$ cat src/rtl/vga_timing_pkg.sv
// Shared 640x480@60Hz raster timing definition.
// Renderer, game logic and the timing generator all take their H/V sizes
// from here so there is exactly one definition of the visible area.
// Contents: default pixel divider, active/porch/sync widths, line and frame
// totals, sync window bounds, and a half-open window test helper.
package vga_timing_pkg;

  localparam int         VGA_CLK_DIV  = 2;

  localparam logic [9:0] VGA_H_ACTIVE = 10'd640;
  localparam logic [9:0] VGA_H_FP     = 10'd16;
  localparam logic [9:0] VGA_H_SYNC   = 10'd96;
  localparam logic [9:0] VGA_H_BP     = 10'd48;
  localparam logic [9:0] VGA_H_TOTAL  = VGA_H_ACTIVE + VGA_H_FP + VGA_H_SYNC + VGA_H_BP;

  localparam logic [9:0] VGA_V_ACTIVE = 10'd480;
  localparam logic [9:0] VGA_V_FP     = 10'd10;
  localparam logic [9:0] VGA_V_SYNC   = 10'd2;
  localparam logic [9:0] VGA_V_BP     = 10'd33;
  localparam logic [9:0] VGA_V_TOTAL  = VGA_V_ACTIVE + VGA_V_FP + VGA_V_SYNC + VGA_V_BP;

  // Sync windows are half-open: [start, end).
  localparam logic [9:0] VGA_H_SYNC_START = VGA_H_ACTIVE + VGA_H_FP;
  localparam logic [9:0] VGA_H_SYNC_END   = VGA_H_SYNC_START + VGA_H_SYNC;
  localparam logic [9:0] VGA_V_SYNC_START = VGA_V_ACTIVE + VGA_V_FP;
  localparam logic [9:0] VGA_V_SYNC_END   = VGA_V_SYNC_START + VGA_V_SYNC;

  // True when lo <= v < hi (10-bit unsigned).
  function automatic logic in_window(input logic [9:0] v,
                                     input logic [9:0] lo,
                                     input logic [9:0] hi);
    return (v >= lo) && (v < hi);
  endfunction

endpackage

$ cat src/rtl/vga_pixel_enable.sv
// Pixel-rate divider.
// Ports:
//   clk     - system clock
//   rst     - synchronous active-high reset
//   pix_en  - one-clk strobe every CLK_DIV clks (when div is at its last count)
//   vga_clk - registered pixel clock for the DAC, high while div >= CLK_DIV/2
module vga_pixel_enable #(
  parameter int CLK_DIV = 2
) (
  input  logic clk,
  input  logic rst,
  output logic pix_en,
  output logic vga_clk
);

  localparam int DIV_W = (CLK_DIV > 2) ? $clog2(CLK_DIV) : 1;
  localparam logic [DIV_W-1:0] DIV_LAST = DIV_W'(CLK_DIV - 1);
  localparam logic [DIV_W-1:0] DIV_HALF = DIV_W'(CLK_DIV / 2);

  logic [DIV_W-1:0] div_reg;
  logic [DIV_W-1:0] div_next;
  logic             vga_clk_reg;

  assign pix_en   = (div_reg == DIV_LAST);
  assign div_next = pix_en ? '0 : div_reg + 1'b1;

  // vga_clk is decoded from the next divider value so that in every clk
  // it reflects the divider count held in that same clk.
  always_ff @(posedge clk) begin
    if (rst) begin
      div_reg     <= '0;
      vga_clk_reg <= 1'b0;
    end else begin
      div_reg     <= div_next;
      vga_clk_reg <= (div_next >= DIV_HALF);
    end
  end

  assign vga_clk = vga_clk_reg;

endmodule

$ cat src/rtl/vga_timing_gen.sv
// VGA raster timing generator (default 640x480@60Hz from a 50 MHz clk).
// Ports:
//   clk, rst      - system clock, synchronous active-high reset
//   x, y          - registered column/line of the current pixel
//   active_pixels - registered visible-area flag
//   VGA_HS/VGA_VS - registered syncs, asserted level SYNC_POL
//   VGA_BLANK_N   - same as active_pixels
//   VGA_SYNC_N    - tied low (no sync-on-green)
//   VGA_CLK       - pixel clock to the DAC
//   frame_tick    - one-clk pulse when (x, y) first becomes (0, V_ACTIVE)
// All decoded outputs are registered from one counter snapshot, so they
// change together one clk after the counters.
module vga_timing_gen
  import vga_timing_pkg::*;
#(
  parameter int         CLK_DIV  = VGA_CLK_DIV,
  parameter logic [9:0] H_ACTIVE = VGA_H_ACTIVE,
  parameter logic [9:0] H_FP     = VGA_H_FP,
  parameter logic [9:0] H_SYNC   = VGA_H_SYNC,
  parameter logic [9:0] H_BP     = VGA_H_BP,
  parameter logic [9:0] V_ACTIVE = VGA_V_ACTIVE,
  parameter logic [9:0] V_FP     = VGA_V_FP,
  parameter logic [9:0] V_SYNC   = VGA_V_SYNC,
  parameter logic [9:0] V_BP     = VGA_V_BP,
  parameter logic       SYNC_POL = 1'b0
) (
  input  logic       clk,
  input  logic       rst,
  output logic [9:0] x,
  output logic [9:0] y,
  output logic       active_pixels,
  output logic       VGA_HS,
  output logic       VGA_VS,
  output logic       VGA_BLANK_N,
  output logic       VGA_SYNC_N,
  output logic       VGA_CLK,
  output logic       frame_tick
);

  localparam logic [9:0] H_TOTAL = H_ACTIVE + H_FP + H_SYNC + H_BP;
  localparam logic [9:0] V_TOTAL = V_ACTIVE + V_FP + V_SYNC + V_BP;
  localparam logic [9:0] H_LAST  = H_TOTAL - 10'd1;
  localparam logic [9:0] V_LAST  = V_TOTAL - 10'd1;

  // Index 0 = horizontal axis, index 1 = vertical axis.
  localparam logic [9:0] SYNC_START [2] = '{H_ACTIVE + H_FP, V_ACTIVE + V_FP};
  localparam logic [9:0] SYNC_END   [2] = '{H_ACTIVE + H_FP + H_SYNC,
                                            V_ACTIVE + V_FP + V_SYNC};

  logic       pix_en;
  logic       vga_clk_int;

  logic [9:0] h_cnt_reg;
  logic [9:0] v_cnt_reg;
  logic [9:0] axis_cnt [2];
  logic [1:0] sync_next;

  logic [9:0] x_reg;
  logic [9:0] y_reg;
  logic       active_reg;
  logic       hs_reg;
  logic       vs_reg;
  logic       frame_tick_reg;

  vga_pixel_enable #(
    .CLK_DIV (CLK_DIV)
  ) u_pixel_enable (
    .clk     (clk),
    .rst     (rst),
    .pix_en  (pix_en),
    .vga_clk (vga_clk_int)
  );

  // Raster counters advance once per pixel.
  always_ff @(posedge clk) begin
    if (rst) begin
      h_cnt_reg <= '0;
      v_cnt_reg <= '0;
    end else if (pix_en) begin
      if (h_cnt_reg == H_LAST) begin
        h_cnt_reg <= '0;
        v_cnt_reg <= (v_cnt_reg == V_LAST) ? 10'd0 : v_cnt_reg + 10'd1;
      end else begin
        h_cnt_reg <= h_cnt_reg + 10'd1;
      end
    end
  end

  assign axis_cnt[0] = h_cnt_reg;
  assign axis_cnt[1] = v_cnt_reg;

  for (genvar gi = 0; gi < 2; gi++) begin : g_sync
    assign sync_next[gi] = in_window(axis_cnt[gi], SYNC_START[gi], SYNC_END[gi])
                           ? SYNC_POL : ~SYNC_POL;
  end

  // Decode stage. frame_tick keys off the previous decoded x being the last
  // column, so it fires only on the first clk of pixel (0, V_ACTIVE) and not
  // on the remaining CLK_DIV-1 clks that repeat the same coordinates.
  always_ff @(posedge clk) begin
    if (rst) begin
      x_reg          <= '0;
      y_reg          <= '0;
      active_reg     <= 1'b0;
      hs_reg         <= ~SYNC_POL;
      vs_reg         <= ~SYNC_POL;
      frame_tick_reg <= 1'b0;
    end else begin
      x_reg          <= h_cnt_reg;
      y_reg          <= v_cnt_reg;
      active_reg     <= (h_cnt_reg < H_ACTIVE) && (v_cnt_reg < V_ACTIVE);
      hs_reg         <= sync_next[0];
      vs_reg         <= sync_next[1];
      frame_tick_reg <= (h_cnt_reg == 10'd0) && (v_cnt_reg == V_ACTIVE) &&
                        (x_reg == H_LAST);
    end
  end

  assign x             = x_reg;
  assign y             = y_reg;
  assign active_pixels = active_reg;
  assign VGA_BLANK_N   = active_reg;
  assign VGA_HS        = hs_reg;
  assign VGA_VS        = vs_reg;
  assign VGA_SYNC_N    = 1'b0;
  assign VGA_CLK       = vga_clk_int;
  assign frame_tick    = frame_tick_reg;

endmodule

$ cat config.mk
export PLATFORM = sky130hd
export DESIGN_NAME = vga_timing_gen
export DESIGN_NICKNAME = d
export VERILOG_FILES = /design/src/rtl/vga_timing_pkg.sv /design/src/rtl/vga_pixel_enable.sv /design/src/rtl/vga_timing_gen.sv
export SDC_FILE = /design/constraint.sdc
export NUM_CORES = 1
export LEC_CHECK = 0
export ABC_AREA = 0
export CORE_MARGIN = 2
export CORE_UTILIZATION = 55
export DETAILED_ROUTE_END_ITERATION = 10
export PLACE_DENSITY = 0.89
export SLEW_MARGIN = 40
export SYNTH_ARGS = -nofsm -noshare
export SYNTH_HDL_FRONTEND = slang
export SYNTH_SLANG_ARGS = --single-unit
$ cat constraint.sdc
create_clock -name clk -period 2.9 [get_ports clk]
set_input_delay 0.29 -clock clk [delete_from_list [all_inputs] [get_ports clk]]
set_output_delay 0.29 -clock clk [all_outputs]
set_load 0.03 [all_outputs]
==> results.yml <==
outcome:
  status: "finished, final reports clean"
worst_setup_path:
  reg2regPathDepth: 5
  start_kind: "flip-flop"
  r2r-start: "h_cnt_reg[0]"
  required_ps: 3200
  crit_chain: "ha_1 -> nand4_4 -> or4_4 -> or3_1 -> a21oi_1"
  crit_arrival_ps: 2330
  slowest_delay_ps: 620
  rr_endpoint: "v_cnt_reg[9]"
  slowest_stage: "or4_4"
  crit_type: "reg -> reg"
  rrSetupSlack_ps: 880
  critPathMaxFanout: 7
  endpoint_kind: "flip-flop"
timing:
  fin_ws_ps: 875.0
  slew_viol_final: 0
  min_period_over_period: 0.6983
  worst_clock_skew_ps: 9.892
  relSlewSlack: 0.5518
  period_minus_slack_ps: 2025
  max_freq_mhz: 493.8
  finalHoldViolCount: 0
  worst_pin_slew_ps: 665.0
  setup_viol: 0
  fin_tns_setup_ps: 0
  grt_setup_unrepaired: "false"
cells_and_area:
  regArea_um2: 900.9
  final_common_cell: "dfxtp_1"
  nFillCells: 240
  multiInputGateArea_um2: 818.3
  drive_above_1_share: 0.07656
  postLayoutCellArea_um2: 2163
  final_cells: 253
  fin_nets: 215
  final_util: 0.7028
  area_delta_synth_final_pct: 20.32
  diodes: 0
  mostFrequentLayoutCells: "dfxtp_1 (45), clkdlybuf4s50_1 (27), nor2_1 (20)"
floorplanning:
  dieArea_um2: 3742
  start_util: 0.5841
  die_y_um: 61.18
  pin_count: 29
  rows: 20
  dieWidth_um: 61.18
  core_area_um2: 3078
clock_tree:
  h-tree-depth: 2
  tritoncts: "done"
  cts_resized: 0
  postCtsSetupBuffers: 0
  clock_sinks: 45
  cts_root_buffer: "clkbuf_4"
  clk_latency_ps: 370
  clk_pin_slew_ps: 130
  cts_buffers: 5
  hold_buffers: 0
  cts_buffer_depth: 2
grt:
  gr-usage-all-layers: 0.2252
  grt_pass1_wl_mm: 6.085
  grt_overflow: 0
  grt_max_degree: 37
  grt_pass1_vias: 1251
  grt_antenna_before_repair: 0
place:
  gp_congestion: 0.8870
  placedCellCount: 245
  dp_hpwl_mm: 2.533
  numPortBuffers: 27
  place_ws_ps: 911.9
  dpl_cell_area_um2: 2078
synthesis:
  syn-instance-count: 184
  synth_flop_cell: "dfxtp_1"
  yosysWarnings: 0
  synthArstFlopShare: 0
  synth.ff_latch_count: 45
  yosysTopAreaCellShare: 0.5010
  avgSynthCellArea_um2: 9.772
  synth_seq_area_share: 0.5010
  yosysTopAreaCell: "dfxtp_1"
  netlist_area_um2: 1798
  synth_edf_count: 0
  syn_nets: 191
  synth_top_cells_by_area: "dfxtp_1 (50%), nor2b_1 (5.2%), nor2_1 (4.2%)"
  synth.distinct_cells: 40
pwr:
  ir_worst_vdd_uv: 373.4
  leakagePower_nw: 0.7999
  powerDensity_nw_per_um2: 497.2
detailed_routing:
  dr.pass1.iters: 4
  remaining_drc_errors: 0
  wl_mm: 3.764
  via_per_inst: 5.597
  drt-wirelength-per-cell_um: 14.88
  vias: 1416
  drt_iter0_markers: 44
  postRouteAntennaNets: 0
min_path:
  holdPathStages: 2
  hold_path.class: "reg -> reg"
  worstHoldStart: "x[9]"
  hold_end: "frame_tick"
job:
  maxCapViolCount: 0
==> layout make-up <==
cell class                 instances  share of cell area
clock buffer                       7             0.02545
timing repair buffer              28              0.1284
multi-input combinational        121              0.3783
clock inverter                     1             0.01388
tap                               44             0.02545
sequential                        45              0.4164
inverter                           7             0.01215
==> synthesized netlist by cell type, drive strengths merged (2+ instances only) <==
master and number:
inv 7, xnor2 6, clkbuf 6, nand3 9, o21ai 3, xor2 7, nor4 5, nand4bb 2
or3 2, dfxtp 45, a21oi 4, nand4 7, nor2 20, ha 5, o31ai 2, nand2 6
buf 5, or4 2, nor2b 15, nand4b 2, and4 3, nor3 10
==> where the power goes <==
part	leakage, nW	internal, mW	total [mW]	switching, mW
Clock	0.0455	0.206	0.406	0.200
Sequential	0.364	0.623	0.628	0.00542
Combinational	0.391	0.0148	0.0410	0.0263
Total	0.800	0.844	1.08	0.232
==> how the worst max path moves through the flow <==
stage / from / end / slack [ps] / cells after the start
after detailed placement: h_cnt_reg[0] / v_cnt_reg[7] / 910 / 5
after global routing: v_cnt_reg[0] / v_cnt_reg[5] / 690 / 6
after CTS: h_cnt_reg[0] / v_cnt_reg[9] / 890 / 5
after floorplan: u_pixel_enable.vga_clk / v_cnt_reg[7] / 950 / 4
final: h_cnt_reg[0] / v_cnt_reg[9] / 880 / 5
after global placement: h_cnt_reg[0] / v_cnt_reg[7] / 990 / 5
==> critical path, delay by kind of cell, from the launching register on <==
kind,cells,cell delay [ps]
AOI/OAI and AO/OA,1,150
adders and majority gates,1,270
and+or+nand+nor,3,1170
DFF,1,380
==> kinds of logic (layout without fill, tap and decap cells) <==
family,after synthesis,after routing,share of synthesized area
DFF,45,45,0.5010
muxes,2,2,0.01183
and+or+nand+nor,88,88,0.2965
other,1,1,0.002086
adders and majority gates,5,5,0.03479
xor gates and xnor gates,13,13,0.06333
AOI/OAI and AO/OA,12,12,0.04662
buffers and inverters,18,43,0.04384
==> per-stage QoR <==
stage	total power [mW]	hold slack [ps]
final	1.076	460.9
after global routing	1.103	519.9
after CTS	1.072	477.6
after detailed placement	0.6833	467.5
after global placement	0.6823	453.4
after floorplan	0.6710	455.8
==> layer usage <==
metal,vias to the layer above,part of all wire,global-route usage,wire length [um]
li1,682,-,-,-
met1,647,0.42,0.2897,1587
met2,73,0.47,0.3465,1785
met3,14,0.077,0.07563,290
met4,0,0.027,0.09627,101
met5,-,0,0,0
No activity file was read; power rests on OpenSTA's default activity.
